`config.mk`:
```
export PLATFORM = sky130hd
export DESIGN_NAME = rggen_register_access_arbiter
export DESIGN_NICKNAME = d
export VERILOG_FILES = /design/src/rtl/rggen_register_access_arbiter.sv
export SDC_FILE = /design/constraint.sdc
export NUM_CORES = 1
export LEC_CHECK = 0
export CAP_MARGIN = 20
export CORE_MARGIN = 4
export CORE_UTILIZATION = 38
export CTS_BUF_LIST = sky130_fd_sc_hd__clkbuf_4
export CTS_CLUSTER_DIAMETER = 150
export CTS_CLUSTER_SIZE = 8
export DETAILED_ROUTE_END_ITERATION = 8
export PLACE_DENSITY = 0.94
export SLEW_MARGIN = 10
export SYNTH_ARGS = -nofsm -noshare
export SYNTH_HDL_FRONTEND = slang
export SYNTH_SLANG_ARGS = --single-unit
```
`constraint.sdc`:
```
create_clock -name clk -period 1.75 [get_ports clk]
set_input_delay 0.175 -clock clk [delete_from_list [all_inputs] [get_ports clk]]
set_output_delay 0.175 -clock clk [all_outputs]
set_load 0.01 [all_outputs]
```
`src/rtl/rggen_register_access_arbiter.sv`:
```
// Round-robin arbiter sharing one rggen register bus between HOSTS host ports; 2-cycle minimum request->host_ready latency.
// Hosts hold requests until host_ready; optional hung-access timeout enabled by `define RGGEN_ACCESS_TIMEOUT_EN.
module rggen_register_access_arbiter #(
    parameter int HOSTS          = 2,
    parameter int ADDRESS_WIDTH  = 16,
    parameter int DATA_WIDTH     = 32,
    parameter int TIMEOUT_CYCLES = 64
) (
    input  logic                            clk,
    input  logic                            rst,
    input  logic [HOSTS-1:0]                host_request,
    input  logic [HOSTS-1:0]                host_direction,
    input  logic [HOSTS*ADDRESS_WIDTH-1:0]  host_address,
    input  logic [HOSTS*DATA_WIDTH-1:0]     host_write_data,
    input  logic [HOSTS*DATA_WIDTH-1:0]     host_write_mask,
    output logic [HOSTS-1:0]                host_ready,
    output logic [1:0]                      host_status,
    output logic [DATA_WIDTH-1:0]           host_read_data,
    output logic                            bus_request,
    output logic                            bus_direction,
    output logic [ADDRESS_WIDTH-1:0]        bus_address,
    output logic [DATA_WIDTH-1:0]           bus_write_data,
    output logic [DATA_WIDTH-1:0]           bus_write_mask,
    input  logic                            bus_select,
    input  logic                            bus_ready,
    input  logic [1:0]                      bus_status,
    input  logic [DATA_WIDTH-1:0]           bus_read_data
);

    localparam int PTR_W = (HOSTS > 1) ? $clog2(HOSTS) : 1;

    localparam logic [1:0] IDLE    = 2'd0;
    localparam logic [1:0] ACCESS  = 2'd1;
    localparam logic [1:0] RESPOND = 2'd2;

    localparam logic [1:0] RGGEN_SLAVE_ERROR  = 2'b10;
    localparam logic [1:0] RGGEN_DECODE_ERROR = 2'b11;

    if ((HOSTS < 2) || (HOSTS > 8)) begin : g_hosts_range_check
        $error("HOSTS must be within 2..8");
    end
    if (TIMEOUT_CYCLES < 2) begin : g_timeout_range_check
        $error("TIMEOUT_CYCLES must be at least 2");
    end

    logic [1:0]               state_q,          state_d;
    logic [PTR_W-1:0]         rr_ptr_q,         rr_ptr_d;
    logic [PTR_W-1:0]         grant_q,          grant_d;
    logic [HOSTS-1:0]         host_ready_q,     host_ready_d;
    logic [1:0]               host_status_q,    host_status_d;
    logic [DATA_WIDTH-1:0]    host_read_data_q, host_read_data_d;
    logic                     bus_request_q,    bus_request_d;
    logic                     bus_direction_q,  bus_direction_d;
    logic [ADDRESS_WIDTH-1:0] bus_address_q,    bus_address_d;
    logic [DATA_WIDTH-1:0]    bus_write_data_q, bus_write_data_d;
    logic [DATA_WIDTH-1:0]    bus_write_mask_q, bus_write_mask_d;

    logic                     grant_vld;
    logic [PTR_W-1:0]         grant_idx;
    logic                     timeout_hit;
    logic                     access_done;

    function automatic logic [PTR_W-1:0] wrap_add(input logic [PTR_W-1:0] base,
                                                  input int unsigned      offset);
        int unsigned sum;
        sum = 32'(base) + offset;
        if (sum >= 32'(HOSTS)) begin
            sum = sum - 32'(HOSTS);
        end
        return PTR_W'(sum);
    endfunction

    // Scan from the farthest offset down so the requester closest to rr_ptr wins.
    always_comb begin
        grant_vld = 1'b0;
        grant_idx = '0;
        for (int i = 0; i < HOSTS; i++) begin
            if (host_request[wrap_add(rr_ptr_q, 32'(HOSTS - 1 - i))]) begin
                grant_vld = 1'b1;
                grant_idx = wrap_add(rr_ptr_q, 32'(HOSTS - 1 - i));
            end
        end
    end

`ifdef RGGEN_ACCESS_TIMEOUT_EN
    localparam int CNT_W = $clog2(TIMEOUT_CYCLES);

    logic [CNT_W-1:0] timeout_count_q, timeout_count_d;

    assign timeout_hit = (timeout_count_q == CNT_W'(TIMEOUT_CYCLES - 1));

    always_comb begin
        timeout_count_d = timeout_count_q;
        if (state_q != ACCESS) begin
            timeout_count_d = '0;
        end else if (!access_done) begin
            timeout_count_d = timeout_count_q + 1'b1;
        end
    end

    always_ff @(posedge clk) begin
        if (rst) begin
            timeout_count_q <= '0;
        end else begin
            timeout_count_q <= timeout_count_d;
        end
    end
`else
    assign timeout_hit = 1'b0;
`endif

    assign access_done = (state_q == ACCESS) && (!bus_select || bus_ready || timeout_hit);

    always_comb begin
        state_d          = state_q;
        rr_ptr_d         = rr_ptr_q;
        grant_d          = grant_q;
        host_ready_d     = '0;
        host_status_d    = host_status_q;
        host_read_data_d = host_read_data_q;
        bus_request_d    = bus_request_q;
        bus_direction_d  = bus_direction_q;
        bus_address_d    = bus_address_q;
        bus_write_data_d = bus_write_data_q;
        bus_write_mask_d = bus_write_mask_q;

        case (state_q)
            IDLE: begin
                if (grant_vld) begin
                    state_d          = ACCESS;
                    grant_d          = grant_idx;
                    rr_ptr_d         = wrap_add(grant_idx, 32'd1);
                    bus_request_d    = 1'b1;
                    bus_direction_d  = host_direction[grant_idx];
                    bus_address_d    = host_address[grant_idx*ADDRESS_WIDTH +: ADDRESS_WIDTH];
                    bus_write_data_d = host_write_data[grant_idx*DATA_WIDTH +: DATA_WIDTH];
                    bus_write_mask_d = host_write_mask[grant_idx*DATA_WIDTH +: DATA_WIDTH];
                end
            end
            ACCESS: begin
                // Decode error outranks ready, and ready outranks the timeout.
                if (!bus_select) begin
                    host_status_d    = RGGEN_DECODE_ERROR;
                    host_read_data_d = '0;
                end else if (bus_ready) begin
                    host_status_d    = bus_status;
                    host_read_data_d = bus_direction_q ? '0 : bus_read_data;
                end else if (timeout_hit) begin
                    host_status_d    = RGGEN_SLAVE_ERROR;
                    host_read_data_d = '0;
                end
                if (access_done) begin
                    state_d               = RESPOND;
                    bus_request_d         = 1'b0;
                    host_ready_d[grant_q] = 1'b1;
                end
            end
            RESPOND: begin
                state_d = IDLE;
            end
            default: begin
                state_d       = IDLE;
                bus_request_d = 1'b0;
            end
        endcase
    end

    always_ff @(posedge clk) begin
        if (rst) begin
            state_q          <= IDLE;
            rr_ptr_q         <= '0;
            grant_q          <= '0;
            host_ready_q     <= '0;
            host_status_q    <= '0;
            host_read_data_q <= '0;
            bus_request_q    <= 1'b0;
            bus_direction_q  <= 1'b0;
            bus_address_q    <= '0;
            bus_write_data_q <= '0;
            bus_write_mask_q <= '0;
        end else begin
            state_q          <= state_d;
            rr_ptr_q         <= rr_ptr_d;
            grant_q          <= grant_d;
            host_ready_q     <= host_ready_d;
            host_status_q    <= host_status_d;
            host_read_data_q <= host_read_data_d;
            bus_request_q    <= bus_request_d;
            bus_direction_q  <= bus_direction_d;
            bus_address_q    <= bus_address_d;
            bus_write_data_q <= bus_write_data_d;
            bus_write_mask_q <= bus_write_mask_d;
        end
    end

    assign host_ready     = host_ready_q;
    assign host_status    = host_status_q;
    assign host_read_data = host_read_data_q;
    assign bus_request    = bus_request_q;
    assign bus_direction  = bus_direction_q;
    assign bus_address    = bus_address_q;
    assign bus_write_data = bus_write_data_q;
    assign bus_write_mask = bus_write_mask_q;

endmodule
```
==> qor.txt, run 1 <==
CP Depth: 1
Mapped Avg Cell Area: 8.70 um^2
Die area: 0.0154 mm^2
Largest family of logic cells by synthesized area: compound AO/OA/AOI/OAI gates
CTS tree: yes
Adder-cell area share of the yosys netlist: 0%
Family with the most delay on the worst path: buffers and inverters
Fmax: 604 MHz
Post-synth EDFFs: 0
Slowest library cell on the worst path: clkdlybuf4s50_1
CP Max Fanout: 2
Final ANT Viol Nets: 0
CTS Buffer Depth: 2
Clock-pin slew on the worst setup and hold paths: 0.13 ns
Layout cell share with drive strength beyond 1: 7.25%
DP HPWL: 15,300 um
Total of max-cap violations: 0
Initial Utilization: 38.7%
Area delta synth->final: 70.5%
Gate Count Post-Synth: 590
CP required: 1.57 ns
Core Region: 0.0132 mm^2
Reg-to-reg endpoint: bus_write_mask[13]$_SDFFE_PP0P_
Slew @ Worst Pin: 0.568 ns
Post-Route WL: 21,700 um
Pre-antenna DRT Iters: 5
Port bufs: 319
Period utilization: 94.6%
Htree depth: 4
Postcts setup bufs: 0
Hold WS: 0.0991 ns
Unique cell type count in the Yosys netlist: 24
Number of global-route vias before repair: 6,345
Largest net degree at the start of global routing: 59
FP Rows: 42
Number of fill cells in the layout: 1,040
Setup WS post-layout: 0.0948 ns
Mux contribution to synthesized area: 0%
Final min period: 1.66 ns
Fin nets: 1,072
Routed len/inst: 20.5 um
Num CTS Buffers: 17
Worst VDD drop: 0.491 mV
Max incr delay on CP: 0.58 ns
Die extent in y: 124 um
Multi-input logic area: 0.00232 mm^2
WP buf/inv: 1
Synth Register Bits: 122
Min-Delay Path Class: in -> reg
Syn Nets: 792
R2R cell count: 4
Synth async-reset ratio: 0%
Crit path launch type: flop
RSZ-0062 raised after global routing: false
Root Driver: clkbuf_4
Outcome: finished clean
PD cells: 811 mW/mm^2
Compound-Gate Fraction of Synth Area: 24.8%
Reg2Reg Launch Point: state_q[0]$_SDFFE_PP0P_
CP startpoint: host_read_data[31]$_SDFFE_PP0P_
Final setup violation count: 0
DRT iter0 DRCs: 626
Vias per cell: 6.01
GRT Total Usage: 26.8%
Overall Power: 7.10 mW
Die X: 124 um
Critical path arrival: 1.48 ns
Initial antenna violation count: 2
Storage cell area: 0.00244 mm^2
Clock sinks: 122
Synth Cell Area: 0.00513 mm^2
Synth warn: 0
Final Util: 66.1%
GR Overflow Total: 0
Most used DFF post-synth: dfxtp_1
Simple-gate share of the synthesized area: 20.1%
Dpl ws: 0.193 ns
Seq/Total Area, Yosys: 47.6%
Slew margin rel.: 62.1%
Final Hold Fails: 0
Worst path cell trace: clkdlybuf4s50_1
R2r setup slk: 0.15 ns
Worst setup EP type: output pin
Xor-xnor portion of the synthesized cell area: 0%
Sum Neg Setup Slack: 0 ns
IO Count: 320
Final routed DRC violation total: 0
Via count: 6,380
Leakage: 3.07 nW
Insertion delay to the later sink of the worst-skew pair: 0.53 ns
CP Class: reg -> out
First-pass GRT wire length: 33,600 um
Worst Clk Skew: 0.0156 ns
Final Max Tran Viols: 0
CP endpoint: host_read_data[31]
GPL Wtd Cong: 0.877
[sequential cells by signal, indices dropped and copies added (netlist names)]
name            count
bus_direction       1
bus_write_mask     32
rr_ptr_q            1
bus_write_data     32
bus_request         1
host_status         2
bus_address        16
state_q             2
grant_q             1
host_ready          2
host_read_data     32
[final cells by class]
cell class	instances	area share (%)
Timing Repair Buffer	340	39.5
Sequential cell	122	27.9
Clock inverter	15	1.90
Tap cell	176	2.52
Multi-Input combinational cell	388	26.5
Clock buffer	17	1.46
Inverter	1	0.0429
Antenna cell	2	0.0572
[layer usage]
layer / vias up / global-route usage, % / routed length, um
li1: 2862 / - / -
met1: 3031 / 29.9 / 7710
met5: - / 0 / 0
met2: 421 / 45.8 / 10900
met3: 66 / 9.66 / 2310
met4: 0 / 12.1 / 805
[cells by family (layout without fill, tap and decap cells)]
family | count (synthesis) | in the layout
AO/OA/AOI/OAI | 206 | 206
buffers and inverters | 80 | 373
flip-flops | 122 | 122
other | 0 | 2
AND/OR/NAND/NOR | 182 | 182
[per-stage QoR]
stage                     cell area [um^2]  instances
after global placement                8430       1026
after CTS                             8730       1059
final                                 8750       1061
after detailed placement              8430       1026
after global routing                  8750       1061
after floorplan                       5130        590
[worst min path at each step]
stage	startpoint	to	cells past startpoint
finish	host_request[0]	bus_write_mask[1]$_SDFFE_PP0P_	3
global route	host_request[0]	bus_write_mask[1]$_SDFFE_PP0P_	3
CTS	host_request[0]	bus_write_mask[1]$_SDFFE_PP0P_	3
detailed placement	grant_q$_SDFFE_PP0P_	host_ready[0]$_SDFF_PP0_	1
global placement	grant_q$_SDFFE_PP0P_	host_ready[0]$_SDFF_PP0_	1
floorplan	bus_read_data[10]	host_read_data[10]$_SDFFE_PP0P_	1
[synthesized netlist by cell type, types with 3 or more instances]
library cell / n / area [um^2]
dfxtp_1: 122 / 2440
o21ai_1: 84 / 420
nand3_1: 82 / 410
a31oi_1: 81 / 507
nand4_1: 81 / 507
clkbuf_1: 39 / 146
a22o_1: 32 / 280
buf_2: 19 / 95.1
buf_1: 13 / 48.8
buf_6: 8 / 90.1
a21oi_1: 6 / 30.0
nor2_1: 4 / 15.0
nand2b_1: 3 / 18.8
nor3_1: 3 / 15.0
[power breakdown]
part / internal (mW) / switching [mW] / total [mW]
clock: 0.870 / 1.19 / 2.05
sequential: 2.99 / 0.121 / 3.11
combinational: 1.02 / 0.922 / 1.94
total: 4.87 / 2.23 / 7.10
[timing repair]
action / 4_1_cts / 5_1_grt
gates cloned: 0 / 0
hold buffers: 1 / 0
setup endpoints to repair: 3 / 6
resized for setup: 3 / 6
endpoints found under the hold margin: 1 / 0
[layout by cell type (no fill, tap or decap), types with 2 or more instances in the layout]
cell and count:
clkdlybuf4s50_1 309, dfxtp_1 120, o21ai_1 84, nand3_1 82
nand4_1 81, a31oi_1 81, a22o_1 32, clkbuf_4 17
buf_4 11, buf_12 9, a21oi_1 6, clkinvlp_4 5
dlymetal6s2s_1 5, nor3_1 3, clkinv_4 3, inv_6 3
buf_2 3, diode_2 2, nor2_4 2, nand2b_1 2
nand2_1 2, nor2_1 2, nor3b_1 2, and4b_1 2
dfxtp_2 2, bufinv_16 2, dlygate4sd2_1 2
(Power assumes the default switching activity.)
==> inputs of run 2 (changes only) <==
Settings changed: SKIP_LAST_GASP set to 1.
==> results of run 2 <==
Final layout, timing and power as in run 1 (identical DEF).
